## src/rtl/svc_uart_tx_arb.sv

```systemverilog
// rtl/svc_uart_tx_arb.sv - message-granular round-robin arbiter for the UART TX byte stream
// A grant is held from the first byte of a message through its last byte or a stall timeout.
module svc_uart_tx_arb #(
    parameter int NUM_SRC        = 2,
    parameter int TIMEOUT_CYCLES = 1_000_000
) (
    input  logic                       clk,
    input  logic                       rst_n,
    input  logic [NUM_SRC-1:0]         s_valid,
    input  logic [NUM_SRC*8-1:0]       s_data,
    input  logic [NUM_SRC-1:0]         s_last,
    output logic [NUM_SRC-1:0]         s_ready,
    output logic                       m_valid,
    output logic [7:0]                 m_data,
    input  logic                       m_ready,
    output logic [$clog2(NUM_SRC)-1:0] grant_id,
    output logic                       busy,
    output logic                       timeout
);

    localparam int GW = $clog2(NUM_SRC);
    localparam int CW = (TIMEOUT_CYCLES > 0) ? $clog2(TIMEOUT_CYCLES + 1) : 1;

    typedef enum logic {IDLE, GRANT} state_t;

    state_t          state_q, state_d;
    logic [GW-1:0]   grant_q, grant_d;
    logic [GW-1:0]   rr_ptr_q, rr_ptr_d;
    logic [CW-1:0]   stall_q, stall_d;
    logic            timeout_q, timeout_d;

    logic [GW-1:0]   pick;
    logic            any_req;
    int              sel_idx;
    logic [GW-1:0]   next_ptr;
    logic            cur_valid;
    logic            cur_last;
    logic            handshake;
    logic            stall_hit;

    // Search upward from the pointer; wrap by compare so non-power-of-two counts work.
    always_comb begin
        pick    = '0;
        any_req = 1'b0;
        sel_idx = 0;
        for (int k = 0; k < NUM_SRC; k++) begin
            sel_idx = int'(rr_ptr_q) + k;
            if (sel_idx >= NUM_SRC) begin
                sel_idx = sel_idx - NUM_SRC;
            end
            if (!any_req && s_valid[sel_idx]) begin
                any_req = 1'b1;
                pick    = GW'(sel_idx);
            end
        end
    end

    assign next_ptr  = (grant_q == GW'(NUM_SRC - 1)) ? '0 : grant_q + GW'(1);
    assign cur_valid = s_valid[grant_q];
    assign cur_last  = s_last[grant_q];
    assign handshake = cur_valid & m_ready;
    assign stall_hit = (TIMEOUT_CYCLES != 0) && !cur_valid
                       && (stall_q == CW'(TIMEOUT_CYCLES - 1));

    always_ff @(posedge clk or negedge rst_n) begin
        if (!rst_n) begin
            state_q   <= IDLE;
            grant_q   <= '0;
            rr_ptr_q  <= '0;
            stall_q   <= '0;
            timeout_q <= 1'b0;
        end else begin
            state_q   <= state_d;
            grant_q   <= grant_d;
            rr_ptr_q  <= rr_ptr_d;
            stall_q   <= stall_d;
            timeout_q <= timeout_d;
        end
    end

    always_comb begin
        state_d   = state_q;
        grant_d   = grant_q;
        rr_ptr_d  = rr_ptr_q;
        stall_d   = stall_q;
        timeout_d = 1'b0;
        case (state_q)
            IDLE: begin
                if (any_req) begin
                    grant_d = pick;
                    stall_d = '0;
                    state_d = GRANT;
                end
            end
            GRANT: begin
                // UART backpressure with the source still valid leaves the stall count alone.
                if (handshake) begin
                    stall_d = '0;
                    if (cur_last) begin
                        state_d  = IDLE;
                        rr_ptr_d = next_ptr;
                    end
                end else if (!cur_valid) begin
                    if (stall_hit) begin
                        state_d   = IDLE;
                        rr_ptr_d  = next_ptr;
                        timeout_d = 1'b1;
                    end else begin
                        stall_d = stall_q + CW'(1);
                    end
                end
            end
            default: state_d = IDLE;
        endcase
    end

    always_comb begin
        busy     = (state_q == GRANT);
        m_valid  = busy & cur_valid;
        m_data   = s_data[8*int'(grant_q) +: 8];
        s_ready  = '0;
        if (busy) begin
            s_ready[grant_q] = m_ready;
        end
        grant_id = grant_q;
        timeout  = timeout_q;
    end

endmodule

```

## config.mk

```make
export PLATFORM = sky130hd
export DESIGN_NAME = svc_uart_tx_arb
export DESIGN_NICKNAME = d
export VERILOG_FILES = /design/src/rtl/svc_uart_tx_arb.sv
export SDC_FILE = /design/constraint.sdc
export NUM_CORES = 1
export LEC_CHECK = 0
export CAP_MARGIN = 20
export CORE_MARGIN = 1.5
export CORE_UTILIZATION = 51
export CTS_BUF_LIST = sky130_fd_sc_hd__clkbuf_8
export CTS_CLUSTER_DIAMETER = 50
export DETAILED_ROUTE_END_ITERATION = 7
export PLACE_DENSITY = 0.83
export RECOVER_POWER = 25
export SKIP_LAST_GASP = 1
export SYNTH_ARGS = -nofsm -noshare
export SYNTH_HDL_FRONTEND = slang
export SYNTH_SLANG_ARGS = --single-unit
export TNS_END_PERCENT = 5
```

## constraint.sdc

```tcl
create_clock -name clk -period 2.3 [get_ports clk]
set_input_delay 0.575 -clock clk [delete_from_list [all_inputs] [get_ports clk]]
set_output_delay 0.575 -clock clk [all_outputs]
set_load 0.005 [all_outputs]
```

### Word level (Yosys, flattened, before mapping)

Index checks and enable logic that the tools add are counted.

* bits in registers: 24
* input bits: 23

* $add $sub $neg: 5
* order comparisons: 6
* eq/ne operators: 6
* shift operators: 1
* multiplexer cells: 39
* bitwise operators: 4
* reductions and logical operators: 9

Operators with widths (number)
* $mux W20: 4
* $lt A32 B3 Y1 const B: 2
* $mux W32: 2
* $pmux W20 S2: 1
* $mux W1: 29
* $add A20 B1 Y20 const B: 1
* $eq A20 B20 Y1 const B: 1
* $shiftx A16 B5 Y8: 1
* $ne A2 B2 Y1 const B: 2
* $reduce_and A4 Y1: 1
* $logic_and A1 B1 Y1: 3
* $ne A3 B2 Y1 const B: 1
* $ne A3 B3 Y1 const B: 1
* $reduce_and A3 Y1: 1
* $sub A1 B2 Y3 const B: 1
* $sub A2 B2 Y3 const B: 1
* $add A1 B1 Y2 const B: 1
* $and A1 B1 Y1: 2
* $and A2 B2 Y2: 1
* $ge A1 B2 Y1 const B: 1
* $ge A2 B2 Y1 const B: 1
* $logic_not A1 Y1: 2
* $lt A1 B2 Y1 const B: 1
* $mux W2: 1
* 8 further kinds: 8

### Longest topological paths before layout

* depth in word-level cells: 11
* depth in mapped cells: 8
* mapped depth without buffers: 6

### Worst setup path after synthesis

OpenSTA, ideal clock, no wires.

* path kind: register -> output
* from: reg grant_q, in the netlist grant_id
* to: out m_data[0]
* arrival: 1.158 ns
* setup slack: 0.567 ns
* cell stages (with the launch flop): 4
* path buffers: 2
* cells stage by stage: dfrtp_1 > buf_6 > clkbuf_1 > mux2_2

* longest elaborated chain between the ends: 1

RTL lines
* start: declaration: RTL line 27 `logic [GW-1:0] grant_q, grant_d;`
* start signal: assignment: RTL line 74 `grant_q <= grant_d;`
* $shiftx A16 B5 Y8: RTL line 120 `m_data = s_data[8*int'(grant_q) +: 8];`
* end: declaration: RTL line 14 `output logic [7:0] m_data,`

No other way between the ends.

### Final worst setup path

* from: in s_valid[0]
* to: out m_valid

* longest elaborated chain between the ends: 3

RTL lines
* start: declaration: RTL line 9 `input logic [NUM_SRC-1:0] s_valid,`
* $mux W1 (implied by the code) (2 in a row): RTL line 59 `assign cur_valid = s_valid[grant_q];`
* $and A1 B1 Y1: RTL line 119 `m_valid = busy & cur_valid;`
* end: declaration: RTL line 13 `output logic m_valid,`

No other way between the ends. The select of a mux whose other input is x is not followed.

==> results.sh <==
export IMPL_r2r_end="stall_q[13]$_DFFE_PN0P_"
export IMPL_grt_pass1_wl_um=6560
export IMPL_synth_top_family_by_area="simple AND/OR/NAND/NOR gates"
export IMPL_tightest_slew_ns=1.29
export IMPL_slew_viol_final=0
export IMPL_total_power_mw=1.47
export IMPL_drive_above_1_share_pct=16.8
export IMPL_r2r_cells=8
export IMPL_rsz0062_at_grt="true"
export IMPL_regToRegSetupSlack_ns=0.30
export IMPL_syn_inst=165
export IMPL_cp_start_kind="input pin"
export IMPL_synth_seq_cells=24
export IMPL_cp_data_required_time_ns=1.73
export IMPL_floorplan_rows=20
export IMPL_worst_path_max_delay_cell="clkdlybuf4s50_1"
export IMPL_synthDistinctLibCells=45
export IMPL_clk_pin_slew_ns=0.08
export IMPL_fin_nets=234
export IMPL_dieArea_um2=3450
export IMPL_criticalPathCategory="input pin to primary output"
export IMPL_final_antenna_net_count=0
export IMPL_syn_nets=189
export IMPL_hold_viol=0
export IMPL_die_y_um=58.7
export IMPL_setup_slack_ns=-0.0664
export IMPL_hold_class="register to register"
export IMPL_drt_total_wl_um=3910
export IMPL_grt_pass1_vias=1462
export IMPL_synth_area_mux_share_pct=7.75
export IMPL_run_status="finished with violations"
export IMPL_dpl_cell_area_um2=2010
export IMPL_synth_adder_area_share_pct=0.791
export IMPL_antenna_found_initial=0
export IMPL_hold_path_depth=2
export IMPL_synthXorXnorAreaFrac_pct=0
export IMPL_finalCritPeriodShare_pct=103
export IMPL_grt_use_total_pct=24.7
export IMPL_max_cap_violations=0
export IMPL_violations="setup timing"
export IMPL_critical_path_max_stage_delay_ns=0.53
export IMPL_clock_sinks=24
export IMPL_hpwlAfterDp_um=2990
export IMPL_synth_warnings=0
export IMPL_crit_family="buffers and inverters"
export IMPL_crit_path_max_fanout=2
export IMPL_dp_slack_ns=-0.110
export IMPL_avgSynthCellArea_um2=9.59
export IMPL_via_count=1526
export IMPL_ios=37
export IMPL_clock_latency_ns=0.26
export IMPL_viasPerCell=6.33
export IMPL_n_antenna_cell=0
export IMPL_start_util_pct=52.7
export IMPL_hold_slack_ns=0.524
export IMPL_crit_chain="clkdlybuf4s50_1 -> mux2i_4 -> nor2_1 -> clkdlybuf4s50_1"
export IMPL_first_iter_violations=77
export IMPL_cts_htree_levels=1
export IMPL_worstPathArrival_ns=1.79
export IMPL_drt_first_pass_iters=4
export IMPL_fmax_mhz=423
export IMPL_p_leak_nw=0.886
export IMPL_clk_path_buf_depth=2
export IMPL_worstHoldStart="rr_ptr_q$_DFFE_PN0P_"
export IMPL_coreArea_um2=3000
export IMPL_fin_setup_tns_ns=-0.0752
export IMPL_syn_area_um2=1580
export IMPL_gp_congestion=0.844
export IMPL_finalInstanceArea_um2=2050
export IMPL_synthSimpleGateAreaFrac_pct=25.2
export IMPL_crit_buf_inv=2
export IMPL_setup_violations=2
export IMPL_worst_clock_skew_ns=0.00288
export IMPL_drcViolationCount=0
export IMPL_fillers=236
export IMPL_cpMostUsedCell="clkdlybuf4s50_1"
export IMPL_synth_compound_area_share_pct=22.0
export IMPL_post_drt_wl_per_cell_um=16.2
export IMPL_ir_worst_vdd_uv=450
export IMPL_cp_end_kind="primary output"
export IMPL_reg2reg_from="grant_id$_DFFE_PN0P_"
export IMPL_p_per_area_nw_per_um2=718
export IMPL_cts_root_buf="clkbuf_8"
export IMPL_period_minus_slack_ns=2.37
export IMPL_syn_to_final_growth_pct=29.6
export IMPL_port_buffers=36
export IMPL_die_width_um=58.7
export IMPL_seq_area_frac_synth_pct=37.9
export IMPL_min_to="rr_ptr_q$_DFFE_PN0P_"
export IMPL_cts_tree="done"
export IMPL_max_slew_margin_rel_pct=14.3
export IMPL_numCtsBuffers=3
export IMPL_grt_max_degree=28
export IMPL_gr_total_overflow=0
[layout make-up]
class | instances | area, µm² | share of cell area, %
Multi-Input combinational cell | 128 | 882 | 43.0
Timing Repair Buffer | 50 | 473 | 23.1
Tap cell | 33 | 41.3 | 2.01
Inverter | 3 | 11.3 | 0.549
Clock buffer | 3 | 41.3 | 2.01
Sequential cell | 24 | 602 | 29.3
[stage by stage]
| step | util (%) | std cells |
|---|---|---|
| after CTS | 68.4 | 241 |
| after detailed placement | 67.0 | 238 |
| after floorplan | - | 165 |
| after global routing | 68.3 | 241 |
| final | 68.3 | 241 |
| after global placement | 67.0 | 238 |
[cells by family (layout without fill, tap and decap cells)]
group	after synthesis	after routing
AND/OR/NAND/NOR	65	65
AO/OA/AOI/OAI	52	52
flip-flops	24	24
buffers and inverters	13	56
multiplexers	10	10
adder cells (fa/ha/maj)	1	1
[synth_stat cells, drive strengths merged]
cell | count | area [µm²]
a31oi | 12 | 75.1
or3 | 1 | 6.26
mux2 | 8 | 90.1
or4 | 1 | 7.51
mux2i | 2 | 32.5
dfrtp | 24 | 601
and3 | 5 | 31.3
nor2b | 1 | 6.26
buf | 9 | 85.1
nand3b | 1 | 7.51
a21oi | 9 | 45.0
clkbuf | 1 | 3.75
o21a | 2 | 15.0
o31ai | 1 | 7.51
a22o | 2 | 17.5
nor4b | 2 | 32.5
nand2 | 18 | 67.6
o21bai | 1 | 18.8
nand2b | 2 | 12.5
o31a | 1 | 8.76
nor3 | 6 | 52.6
nand3 | 12 | 70.1
nor2 | 5 | 18.8
nand4 | 6 | 37.5
and4b | 1 | 10.0
ha | 1 | 12.5
o21ai | 12 | 60.1
a21o | 5 | 37.5
inv | 3 | 11.3
and4 | 2 | 20.0
o21ba | 2 | 20.0
nor4 | 2 | 18.8
o311ai | 1 | 8.76
o211ai | 1 | 7.51
a41oi | 3 | 26.3
[where the power goes]
part	switching [mW]	leakage [nW]	internal, mW
clock	0.127	0.0216	0.117
sequential	0.0865	0.322	0.469
combinational	0.275	0.542	0.398
[registers in the layout, summed over array words and instances, names as in the netlist]
name,count
grant_id,1
stall_q,20
timeout,1
rr_ptr_q,1
busy,1
[worst max path at each step]
stage                         startpoint          to  slack [ns]  depth (start not counted)
floorplan           grant_id$_DFFE_PN0P_   m_data[0]        0.57                          3
global placement                 m_ready  s_ready[0]       -0.08                          4
detailed placement               m_ready  s_ready[0]       -0.11                          4
CTS                 grant_id$_DFFE_PN0P_   m_data[5]       -0.09                          2
global route                  s_valid[0]     m_valid       -0.11                          4
finish                        s_valid[0]     m_valid       -0.07                          4
[tightest hold or removal path, cell delays in order (launching register included)]
cell	delay, ns
dfrtp_1	0.38
inv_1	0.05
mux2i_1	0.05
[per-layer routing]
metal / wire [µm] / part of all wire, % / global-route usage (%)
met4: 33 / 0.84 / 6.17
met2: 2050 / 52 / 42.7
met3: 232 / 5.9 / 5.93
met1: 1600 / 41 / 31.1
met5: 0 / 0 / 0
[what timing repair did]
item / in CTS / in global routing
endpoints found under the setup margin: 11 / 11
gates resized for setup: 1 / 1
setup buffers: 0 / 0
hold buffers: 0 / 0
pin swaps: 0 / 0
[layout by cell type (no fill, tap or decap), drive strengths merged, types with 6 or more instances in the layout]
cell type,netlist,layout
nand4,6,6
dfrtp,24,24
a31oi,12,12
nor3,6,6
buf,9,13
o21ai,12,12
mux2,8,8
a21oi,9,9
nand2,18,18
clkdlybuf4s50,0,34
nand3,12,12
No activity file was read; power rests on OpenSTA's default activity.
